## config.mk

```make
export PLATFORM = sky130hd
export DESIGN_NAME = store_unit
export DESIGN_NICKNAME = d
export VERILOG_FILES = /design/src/rtl/store_unit.sv
export SDC_FILE = /design/constraint.sdc
export NUM_CORES = 1
export LEC_CHECK = 0
export BUFFER_PORTS_ARGS = -buffer_cell sky130_fd_sc_hd__clkbuf_2
export CORE_MARGIN = 2
export CORE_UTILIZATION = 40
export DETAILED_ROUTE_END_ITERATION = 8
export PLACE_DENSITY = 0.77
export SLEW_MARGIN = 20
export SYNTH_ARGS = -nofsm -noshare
export SYNTH_HDL_FRONTEND = slang
export SYNTH_SLANG_ARGS = --single-unit
export TNS_END_PERCENT = 100
```

## constraint.sdc

```tcl
create_clock -name clk -period 3.4 [get_ports clk]
set_input_delay 0.34 -clock clk [delete_from_list [all_inputs] [get_ports clk]]
set_output_delay 0.34 -clock clk [all_outputs]
set_load 0.05 [all_outputs]
```

## src/rtl/store_unit.sv

```systemverilog
// Store unit: commits word stores directly and sub-word stores via read-modify-write
// on a big-endian, word-organised data memory (bit 0 is the MSB).
module store_unit #(
  parameter int READ_LAT = 1  // legal range 1..4
) (
  input  logic        clk,
  input  logic        reset_n,
  input  logic        st_req,
  input  logic [0:31] st_addr,
  input  logic [0:31] st_data,
  input  logic [0:2]  dmem_info,
  output logic [0:31] mem_addr,
  output logic        mem_rd,
  input  logic [0:31] mem_rdata,
  output logic        mem_wr,
  output logic [0:31] mem_wdata,
  output logic        busy,
  output logic        st_done,
  output logic        st_err
);

  typedef enum logic [2:0] {
    S_IDLE, S_READ, S_WAIT, S_WRITE, S_DONE, S_ERR
  } state_t;

  state_t      state_q, state_d;
  logic [0:29] waddr_q;
  logic [0:1]  lane_q;
  logic [0:31] data_q;
  logic        word_q;
  logic        half_q;
  logic [2:0]  cnt_q;
  logic [0:31] merged_q;
  logic [0:31] merge_w;

  logic req_word, req_half, req_misal;
  logic unused_info;

  // Word flag outranks halfword flag; the unsigned flag means nothing for stores.
  assign req_word    = dmem_info[1];
  assign req_half    = !dmem_info[1] && dmem_info[2];
  assign req_misal   = (req_word && (st_addr[30:31] != 2'b00)) || (req_half && st_addr[31]);
  assign unused_info = dmem_info[0];

  always_ff @(posedge clk or negedge reset_n) begin
    if (!reset_n) state_q <= S_IDLE;
    else          state_q <= state_d;
  end

  always_comb begin
    state_d = state_q;
    case (state_q)
      S_IDLE:  if (st_req) state_d = req_misal ? S_ERR : (req_word ? S_WRITE : S_READ);
      S_READ:  state_d = S_WAIT;
      S_WAIT:  if (cnt_q == 3'd1) state_d = S_WRITE;
      S_WRITE: state_d = S_DONE;
      S_DONE:  state_d = S_IDLE;
      S_ERR:   state_d = S_IDLE;
      default: state_d = S_IDLE;
    endcase
  end

  // Per-lane merge: halfword stores cover the lane pair chosen by addr[30].
  for (genvar gi = 0; gi < 4; gi++) begin : g_lane
    localparam logic [1:0] LANE = 2'(gi);
    localparam int         HOFF = 16 + 8 * (gi % 2);
    logic sel;
    assign sel = half_q ? (lane_q[0] == LANE[1]) : (lane_q == LANE);
    assign merge_w[8*gi +: 8] = !sel ? mem_rdata[8*gi +: 8]
                              : (half_q ? data_q[HOFF +: 8] : data_q[24:31]);
  end

  always_ff @(posedge clk or negedge reset_n) begin
    if (!reset_n) begin
      waddr_q  <= '0;
      lane_q   <= '0;
      data_q   <= '0;
      word_q   <= 1'b0;
      half_q   <= 1'b0;
      cnt_q    <= '0;
      merged_q <= '0;
    end else begin
      if (state_q == S_IDLE && st_req) begin
        waddr_q <= st_addr[0:29];
        lane_q  <= st_addr[30:31];
        data_q  <= st_data;
        word_q  <= req_word;
        half_q  <= req_half;
      end
      if (state_q == S_READ) cnt_q <= 3'(READ_LAT);
      if (state_q == S_WAIT) begin
        cnt_q <= cnt_q - 3'd1;
        if (cnt_q == 3'd1) merged_q <= merge_w;
      end
    end
  end

  // All outputs decode from registered state, so reset clears them without a clock.
  always_comb begin
    mem_addr  = '0;
    mem_rd    = 1'b0;
    mem_wr    = 1'b0;
    mem_wdata = '0;
    st_done   = 1'b0;
    st_err    = 1'b0;
    busy      = (state_q != S_IDLE);
    case (state_q)
      S_READ: begin
        mem_rd   = 1'b1;
        mem_addr = {waddr_q, 2'b00};
      end
      S_WRITE: begin
        mem_wr    = 1'b1;
        mem_addr  = {waddr_q, 2'b00};
        mem_wdata = word_q ? data_q : merged_q;
      end
      S_DONE: st_done = 1'b1;
      S_ERR: begin
        st_done = 1'b1;
        st_err  = 1'b1;
      end
      default: ;
    endcase
  end

endmodule

```

Word level (Yosys, flattened, before mapping)
Cells that the tools add are included. Widths: inputs -> output; s select.

Logic and storage cells: 59. Flip-flop bits (word level): 104.

Add/subtract/negate cells: 1. Mux-type cells: 23. Bitwise gates (word level): 1. Equality and inequality tests: 11. Reductions and logical operators: 15.

Operators by type and width (count): $mux 32 (3); $mux 8 (5); $mux 3 (5); $pmux 3 s4 (1); $mux 1 (8); $eq 3x1->1 const B (2); $eq 3x2->1 const B (2); $eq 3x3->1 const B (2); $eq 2x2->1 const B (2); $logic_and 1x1->1 (4); $ne 2x2->1 const B (2); $reduce_and 2->1 (2); $reduce_bool 2->1 (2); $reduce_or 2->1 (2); $logic_not 3->1 (1); $reduce_bool 3->1 (1); $sub 3x1->3 const B (1); $eq 2x1->1 const B (1); $logic_not 2->1 (1); $mux 2 (1); $logic_not 1->1 (1); $logic_or 1x1->1 (1); $not 1->1 (1).

Depth between registers and ports, before layout
Gate-level depths: netlist of run 1.

Word-level depth: 7. Mapped depth: 6. Mapped depth without buffers: 5.

Least setup slack after synthesis of run 1
No wires, ideal clock.

Path kind: register to output. Start point: register state_q[1]. End point: output port st_err. Setup slack: 1.183 ns. Path buffers: 1. Stages on the path, launching flop included: 4. Data required time: 3.060 ns. Data arrival time: 1.877 ns. Cells stage by stage: dfrtp_1 clkbuf_1 nor2b_1 and2_1.

Longest elaborated chain between the ends: 2.

RTL lines: start, declared (line 26) `state_t state_q, state_d;`; start signal, assigned (line 47) `else state_q <= state_d;`; $eq 3x3->1 (line 107) `case (state_q)`; $mux 1 (line 107); end, declared (line 19) `output logic st_err`.

No other way between the ends.

Worst setup path after layout of run 1
Start point: register state_q[1]. End point: output port mem_wdata[18] (netlist name).

Longest elaborated chain between the ends: 2.

RTL lines: $eq 3x2->1 (line 107); $mux 32 (line 107); end, declared (line 16) `output logic [0:31] mem_wdata,`.

No other way between the ends.

==> results.ini, run 1 <==
[run_status]
run_status=finished clean

[timing]
rsz0062_at_grt=false
clock_skew_ns=0.00806
hold_viol_final=0
setup-violations-final=0
maxSlewViolCount=0
tns_ns=0
max_slew_margin=0.325
max_freq_mhz=399
period_minus_slack_ns=2.51
post-route-period-util=0.737
tightest_slew_ns=1.01

[placement]
place_congestion=0.788
dp_hpwl_um=9700
placed_area_sq_um=6130
port_buffers=167

[global_routing]
antenna_found_initial=0
track_usage=0.198
grt.overflow.total=0
grt_max_degree=85
grt_pass1_wl_um=21900
grt_pass1_vias=4278

[cells_and_area]
fin_area_sq_um=6430
nets=721
antenna_cells=0
area_delta_synth_final_pct=23.2
drive_above_1_share=0.419
fillers=1182

[critical_path]
r2r_slack_ns=1.42
critical_path_required_ns=3.06
crit_path_start=state_q[1]
r2r_end=merged_q[23]
crit_arrival_ns=2.17
worstSetupPathType=reg -> out
r2r_cells=3
regToRegStartpoint=state_q[1]
startpoint_type=register
endpoint_kind=primary output
critPathMaxFanout=33

[clock_network]
htree_num_levels=3
clockRootBuffer=clkbuf_16
cts_hold_buf=0
clock_sinks=104
cts_tree=done
numCtsBuffers=9
path_clk_slew_ns=0.06
post_cts_buffers=0
ctsLongestPathBuffers=2
insertion_delay_ns=0.35
cts_resized=0

[floorplanning]
io-pin-count=171
fp.dieW_um=118
coreArea_sq_um=12700
die_y_um=118
rows=41
die-area_sq_um=14000
start_util=0.412

[power_and_ir_drop]
clkPwrFrac=0.150
leakage_nw=3.12
vdd_drop_max_mv=0.614
switching_share=0.450
powerDensity_nw_per_um2=1060
power_w=0.00679
p_int_w=0.00373
comb_power_share=0.485
p_switching_w=0.00306
p_seq_frac=0.365

[run]
drv_cap=0

[synth]
syn_inst=473
ys_top_cells_by_area=dfrtp_1 50%, mux2_2 14%, mux2i_1 9.2%
ys_types=33
ys_ff_latch=104
ys_warn_count=0
syn_area_sq_um=5220
syn_area_per_cell_sq_um=11.0
ys_seq_area_frac=0.499
synth_top_area_frac=0.499
yosysTopAreaCell=dfrtp_1

[route]
first_pass_iters=4
via_per_inst=5.15
drt_iter0_drc=212
drc=0
ant_nets=0
vias=4083
post_drt_wl_per_cell_um=17.2
routed_wirelength_um=13600

[min_path]
hold_path_class=in -> async

==> metrics by stage <==
stage / utilization / hold slack, ns / setup slack [ns] / instances
after floorplan: - / 0.0444 / 1.18 / 474
after global placement: 0.484 / 0.482 / 1.34 / 778
after detailed placement: 0.484 / 0.487 / 1.26 / 778
after CTS: 0.507 / 0.198 / 0.868 / 793
after global routing: 0.507 / 0.100 / 0.729 / 793
final: 0.507 / 0.0378 / 0.893 / 793
==> state kept, by name (all words and copies together) (netlist names) <==
signal and count:
data_q 32, merged_q 32, waddr_q 30, cnt_q 3
state_q 3, lane_q 2, half_q 1, word_q 1
==> synth_stat cells, drive strengths merged <==
cell       n
a21o       2
a21oi     22
a22oi      1
and2      32
buf       19
clkbuf    22
clkinv     1
conb       1
dfrtp    104
ha         2
inv        5
mux2      72
mux2i     48
nand2      4
nand2b     2
nand3      2
nand3b     2
nor2      34
nor2b      3
nor3      17
nor3b      1
nor4b      1
o2111ai    1
o21ai     54
o21bai     1
o31ai     16
or2        2
or3        2
==> layer usage <==
metal  routed length [um]  share of wire  track usage
met1                 5680           0.42        0.241
met2                 6600           0.48        0.329
met3                 1080          0.080       0.0734
met4                  257          0.019       0.0565
met5                    0              0            0
==> how the worst max path moves through the flow <==
stage                         end  slack (ns)
floorplan                  st_err        1.18
global placement    mem_wdata[18]        1.34
detailed placement  mem_wdata[10]        1.26
CTS                 mem_wdata[10]        0.87
global route        mem_wdata[10]        0.73
finish              mem_wdata[18]        0.89
==> cells in the final DEF (no fill, tap or decap), types with 2 or more instances in the layout <==
cell type  netlist  routed
clkbuf_2         1     166
dfrtp_1        104     103
mux2_2          67      67
o21ai_0         50      50
mux2i_1         48      48
nor2_1          34      34
and2_1          32      32
a21oi_1         22      22
nor3_1          17      17
o31ai_1         16      16
clkbuf_16        0       9
buf_4            5       6
inv_1            5       5
mux2_1           5       5
nand2_1          4       4
clkbuf_8         0       4
nor2b_1          3       3
o21ai_1          3       3
or2_2            2       2
or3_1            2       2
a21o_1           2       2
nand3b_1         2       2
nand3_1          2       2
nand2b_1         2       2
ha_1             2       2
conb_1           1       2
==> critical path: stages (launching register included) <==
cell      delay (ns)
dfrtp_1         0.61
nand2_1         0.12
or2_2           0.57
nor2_1          0.22
clkbuf_2        0.30
==> layout make-up <==
class / instances / area (sq um) / area share
multi-input combinational: 323 / 2410 / 0.374
inverter: 6 / 22.5 / 0.00350
clock inverter: 2 / 12.5 / 0.00195
sequential: 104 / 2600 / 0.405
clock buffer: 13 / 280 / 0.0436
tap: 172 / 215 / 0.0335
timing repair buffer: 173 / 887 / 0.138
==> power by group through the flow <==
stage          logic (W)  registers (W)  clock network [W]
5_1_grt          0.00359        0.00257            0.00110
6_report         0.00329        0.00248            0.00102
2_1_floorplan    0.00284        0.00214                  0
3_3_place_gp     0.00322        0.00245                  0
3_5_place_dp     0.00332        0.00250                  0
4_1_cts          0.00333        0.00248            0.00105
==> cell families (layout without fill, tap and decap cells) <==
kind of cell / count (synthesis) / in the layout / synth area share
adders and majority gates: 2 / 2 / 0.00479
AOI/OAI and AO/OA: 97 / 97 / 0.104
other: 1 / 2 / 0.000718
muxes: 120 / 120 / 0.247
and+or+nand+nor: 102 / 102 / 0.104
buffers and inverters: 47 / 194 / 0.0410
DFF: 104 / 104 / 0.499
Note: power is estimated with default switching activity, not from simulation.
==> run 2: changes to the inputs <==
--- a/config.mk
+++ b/config.mk
@@ -9,7 +9,7 @@
 export CORE_MARGIN = 2
 export CORE_UTILIZATION = 40
 export DETAILED_ROUTE_END_ITERATION = 8
-export PLACE_DENSITY = 0.77
+export PLACE_DENSITY = 0.79
 export SLEW_MARGIN = 20
 export SYNTH_ARGS = -nofsm -noshare
 export SYNTH_HDL_FRONTEND = slang
==> constraint.sdc (replaced) <==
create_clock -name clk -period 2.29 [get_ports clk]
set_input_delay 0.229 -clock clk [delete_from_list [all_inputs] [get_ports clk]]
set_output_delay 0.229 -clock clk [all_outputs]
set_load 0.05 [all_outputs]
==> run 2 against run 1 <==
Worst setup slack worse by 0.78 ns. Utilization up 1.9 points. Largest cell class unchanged. Critical path depth unchanged. Die area unchanged. First-iteration DRC count down 15%. Via count up 1.9%.
==> results.ini, run 2 (synthesized netlist as in run 1, its figures left out) <==
[timing]
setup-violations-final=0  ; unchanged
tns_ns=0  ; unchanged
period_minus_slack_ns=2.18
clock_skew_ns=0.00868  ; +0.000620 ns
maxSlewViolCount=0  ; unchanged
post-route-period-util=0.952
hold_viol_final=0  ; unchanged
rsz0062_at_grt=false
max_freq_mhz=459
tightest_slew_ns=0.640  ; -0.370 ns
max_slew_margin=0.574  ; +0.248

[clock_network]
ctsLongestPathBuffers=2  ; unchanged
clockRootBuffer=clkbuf_16
htree_num_levels=3  ; unchanged
clock_sinks=104  ; unchanged
cts_tree=done
insertion_delay_ns=0.35  ; about the same
numCtsBuffers=9  ; unchanged
path_clk_slew_ns=0.07  ; about the same

[floorplanning]
rows=41  ; unchanged
die_y_um=118  ; unchanged
fp.dieW_um=118  ; unchanged
coreArea_sq_um=12700  ; unchanged
die-area_sq_um=14000  ; unchanged
start_util=0.412  ; unchanged
io-pin-count=171  ; unchanged

[route]
post_drt_wl_per_cell_um=17.0  ; -0.96%
routed_wirelength_um=13700  ; +0.41%
vias=4162  ; +1.9%
ant_nets=0  ; unchanged
via_per_inst=5.18  ; +0.54%
drc=0  ; unchanged
first_pass_iters=5  ; +1
drt_iter0_drc=180  ; -15%

[power_and_ir_drop]
vdd_drop_max_mv=0.880  ; +43%
leakage_nw=3.20  ; +2.5%
powerDensity_nw_per_um2=1560  ; +47%

[global_routing]
grt.overflow.total=0  ; unchanged
grt_pass1_vias=4442  ; +3.8%
track_usage=0.204  ; +0.00573
grt_max_degree=52  ; -39%
grt_pass1_wl_um=22300  ; +2.2%
antenna_found_initial=0  ; unchanged

[cells_and_area]
final_core_util=0.527  ; +0.0192
drive_above_1_share=0.427  ; +0.00854
top_regs=data_q (32), merged_q (32), waddr_q (30)
seqCellArea_sq_um=2600  ; unchanged
nets=731  ; +1.4%
layout_commonest_cell=clkbuf_2
fillers=1158  ; -2.0%
mostFrequentLayoutCells=157 x clkbuf_2, 103 x dfrtp_1, 67 x mux2_2
antenna_cells=0  ; unchanged
area_delta_synth_final_pct=27.8
multi_input_area_sq_um=2410  ; +0.10%

[critical_path]
max_stage_delay_ns=0.78  ; +0.17 ns
critPathMaxFanout=20  ; -39%
slowest_stage=dfrtp_2
critical_path_required_ns=2.06  ; -1.00 ns
startpoint_type=register
endpoint_kind=primary output
worstSetupPathType=reg -> out
worstPathCellList=buf_4, mux2i_1, nor2_1, clkbuf_2
crit_arrival_ns=1.95  ; -0.22 ns

[min_path]
hold_path_class=in -> reg

[placement]
dp_hpwl_um=10100  ; +3.7%
place_congestion=0.831  ; +5.5%
port_buffers=167  ; unchanged

[run_status]
run_status=finished clean

[run]
drv_cap=0  ; unchanged

## run 2: path summary, 6_finish.rpt
path | slack, ns | from | end | cells after the start
setup / recovery | 0.11 | word_q | mem_wdata[17] | 4
hold / removal | 0.10 | st_data[23] | data_q[23] | 2
setup reg to reg | 0.48 | half_q | merged_q[18] | 3
hold reg to reg | 0.50 | waddr_q[28] | waddr_q[28] | 1
max in group asynchronous | 1.26 | reset_n | data_q[2] | 3
min in group asynchronous | 0.37 | reset_n | waddr_q[2] | 2
## run 2: stage by stage
stage / setup slack (ns) / std cells / cell area [sq um] / hold slack, ns / power, W
2_1_floorplan: 0.184 / 474 / 5220 / -0.0666 / 0.00740
6_report: 0.110 / 804 / 6670 / 0.102 / 0.0104
3_3_place_gp: 0.475 / 787 / 6380 / 0.209 / 0.00876
5_1_grt: 0.0226 / 804 / 6670 / 0.0890 / 0.0111
4_1_cts: 0.0241 / 804 / 6670 / 0.0883 / 0.0105
3_5_place_dp: 0.419 / 787 / 6380 / 0.216 / 0.00901
## run 2: per-layer routing
layer  global-route usage  vias to the layer above  share of wire
met2                0.356                      154           0.50
met4               0.0512                        0          0.014
met5                    0                        -              0
li1                     -                     1960              -
met3               0.0671                       12          0.070
met1                0.241                     2036           0.42
## run 2: area by class of cell
type,count,share of cell area
Clock inverter,7,0.00731
Sequential cell,104,0.390
Clock buffer,9,0.0338
Multi-Input combinational cell,323,0.361
Timing Repair Buffer,183,0.172
Inverter,6,0.00338
Tap cell,172,0.0323
## run 2: timing repair
action                                 CTS  global route
setup buffers                            0             0
resized for setup                        0             1
setup endpoints to repair                0            33
endpoints found under the hold margin   33             0
hold buffers                             1             0
## run 2: where the power goes
| group | total, W | switching (W) | internal (W) |
|---|---|---|---|
| logic | 0.00538 | 0.00317 | 0.00221 |
| clock network | 0.00144 | 0.000701 | 0.000735 |
| registers | 0.00356 | 0.000781 | 0.00278 |
| total | 0.0104 | 0.00465 | 0.00573 |
## run 2: critical path: cells and delay by family, from the launching register on
kind,cells,cell delay [ns]
flip-flops,1,0.78
buffers and inverters,2,0.51
multiplexers,1,0.23
AND/OR/NAND/NOR,1,0.07
==> run 3: changes to the inputs <==
--- a/config.mk
+++ b/config.mk
@@ -9,8 +9,9 @@
 export CORE_MARGIN = 2
 export CORE_UTILIZATION = 40
 export DETAILED_ROUTE_END_ITERATION = 8
+export MAX_ROUTING_LAYER = met4
 export PLACE_DENSITY = 0.79
-export SLEW_MARGIN = 20
+export SLEW_MARGIN = 15
 export SYNTH_ARGS = -nofsm -noshare
 export SYNTH_HDL_FRONTEND = slang
 export SYNTH_SLANG_ARGS = --single-unit
==> run 3 against run 2 <==
Clock skew about the same. Critical path type unchanged. Sequential power about the same. Design area unchanged. Wire length increased by 0.27%. Via count decreased by 0.24%.
==> results.ini, run 3 (synthesized netlist as in run 1, its figures left out) <==
[timing]
maxSlewViolCount=0  ; unchanged
tns_ns=0  ; unchanged
period_minus_slack_ns=2.18  ; +0.00416 ns
post-route-period-util=0.954  ; +0.00181
max_slew_margin=0.574  ; about the same
tightest_slew_ns=0.640  ; -0.0000700 ns
clock_skew_ns=0.00870  ; +0.0000143 ns
rsz0062_at_grt=false
setup-violations-final=0  ; unchanged
hold_viol_final=0  ; unchanged
max_freq_mhz=458  ; -0.19%
setup_slack_ns=0.106  ; -0.00416 ns

[power_and_ir_drop]
comb_power_share=0.519  ; about the same
vdd_drop_max_mv=0.882  ; +0.20%
p_switching_w=0.00465  ; about the same
clkPwrFrac=0.139  ; about the same
switching_share=0.448  ; about the same
powerDensity_nw_per_um2=1560  ; about the same
p_seq_frac=0.343  ; about the same
p_int_w=0.00573  ; about the same
leakage_nw=3.20  ; unchanged

[cells_and_area]
final_cells=804  ; unchanged
fillers=1158  ; unchanged
seqCellArea_sq_um=2600  ; unchanged
top_regs=data_q (32), merged_q (32), waddr_q (30)
mostFrequentLayoutCells=157 x clkbuf_2, 103 x dfrtp_1, 67 x mux2_2
antenna_cells=0  ; unchanged
nets=731  ; unchanged
area_delta_synth_final_pct=27.8  ; unchanged
multi_input_area_sq_um=2410  ; unchanged
drive_above_1_share=0.427  ; unchanged
layout_commonest_cell=clkbuf_2

[critical_path]
critical_path_required_ns=2.06  ; about the same
regToRegStartpoint=half_q
worstSetupPathType=reg -> out
r2r_end=merged_q[18]
cp_num_cells=4  ; unchanged
critPathMaxFanout=20  ; unchanged
endpoint_kind=primary output
slowest_stage=dfrtp_2
worstPathCellList=buf_4, mux2i_1, nor2_1, clkbuf_2
crit_arrival_ns=1.96  ; about the same
crit_end=mem_wdata[17]
crit_buf_inv=2  ; unchanged
startpoint_type=register
r2r_slack_ns=0.48  ; about the same
crit_path_start=word_q
path_delay_family=flip-flops
r2r_cells=3  ; unchanged
max_stage_delay_ns=0.79  ; about the same

[placement]
port_buffers=167  ; unchanged
dpl.cell_count=787  ; unchanged
dp_hpwl_um=10100  ; unchanged
place_congestion=0.844  ; +1.5%
dp_slack_ns=0.419  ; unchanged

[floorplanning]
io-pin-count=171  ; unchanged
fp.dieW_um=118  ; unchanged
die_y_um=118  ; unchanged
rows=41  ; unchanged
start_util=0.412  ; unchanged
coreArea_sq_um=12700  ; unchanged
die-area_sq_um=14000  ; unchanged

[route]
drt_iter0_drc=222  ; +23%
routed_wirelength_um=13700  ; +0.27%
vias=4152  ; -0.24%
ant_nets=0  ; unchanged
drc=0  ; unchanged
first_pass_iters=4  ; -1
post_drt_wl_per_cell_um=17.1  ; +0.27%
via_per_inst=5.16  ; -0.24%

[clock_network]
clockRootBuffer=clkbuf_16
path_clk_slew_ns=0.07  ; about the same
insertion_delay_ns=0.35  ; about the same
post_cts_buffers=0  ; unchanged
ctsLongestPathBuffers=2  ; unchanged
numCtsBuffers=9  ; unchanged
clock_sinks=104  ; unchanged
htree_num_levels=3  ; unchanged
cts_tree=done

[global_routing]
grt_max_degree=52  ; unchanged
grt.overflow.total=0  ; unchanged
grt_pass1_vias=4442  ; unchanged
antenna_found_initial=0  ; unchanged
grt_pass1_wl_um=22300  ; unchanged
track_usage=0.210  ; +0.00622

[min_path]
hold-path-cell-count=2  ; unchanged
hold_path_class=in -> reg

[run]
drv_cap=0  ; unchanged

[run_status]
run_status=finished clean

==> run 3: worst min path at each step <==
| stage | from | slack [ns] | endpoint |
|---|---|---|---|
| 2_1_floorplan | reset_n | -0.07 | cnt_q[0] |
| 3_3_place_gp | reset_n | 0.21 | waddr_q[2] |
| 3_5_place_dp | reset_n | 0.22 | waddr_q[2] |
| 4_1_cts | st_data[23] | 0.09 | data_q[23] |
| 5_1_grt | st_addr[9] | 0.09 | waddr_q[9] |
| 6_report | st_data[23] | 0.10 | data_q[23] |
==> run 3: repair_timing <==
action,in CTS,in global routing
hold buffers,1,0
setup endpoints to repair,0,33
endpoints found under the hold margin,33,0
resized for setup,0,1
==> run 3: through the flow <==
stage          hold WS [ns]  utilization  instance area, sq um  total power (W)
2_1_floorplan       -0.0666            -                  5220          0.00740
3_3_place_gp          0.209        0.504                  6380          0.00876
3_5_place_dp          0.216        0.504                  6380          0.00901
4_1_cts              0.0883        0.526                  6670           0.0105
5_1_grt              0.0890        0.527                  6670           0.0111
6_report              0.103        0.527                  6670           0.0104
==> run 3: power by group through the flow <==
| stage | Clock (W) | Combinational, W | Sequential [W] |
|---|---|---|---|
| finish | 0.00144 | 0.00539 | 0.00356 |
| detailed placement | 0 | 0.00541 | 0.00360 |
| global placement | 0 | 0.00524 | 0.00353 |
| floorplan | 0 | 0.00422 | 0.00318 |
| global route | 0.00155 | 0.00583 | 0.00371 |
| CTS | 0.00148 | 0.00543 | 0.00356 |
==> run 3: area by class of cell <==
cell class              count  share of cell area
clock buffers               9              0.0338
clock inverters             7             0.00731
inverters                   6             0.00338
multi-input cells         323               0.361
flip-flops and latches    104               0.390
well taps                 172              0.0323
repair buffers            183               0.172
==> run 3: layer usage <==
metal,share of wire,vias up,track usage,wire [um]
met5,0,-,-,0
met4,0.014,0,0.0512,189
met3,0.064,11,0.0555,881
met2,0.50,152,0.356,6900
met1,0.42,2025,0.249,5750
li1,-,1964,-,-
==> run 3: worst register-to-register path, cell delays in order (launching register included) <==
cell,delay (ns)
dfrtp_1,0.69
nand2b_1,0.58
a21oi_1,0.16
o31ai_1,0.27
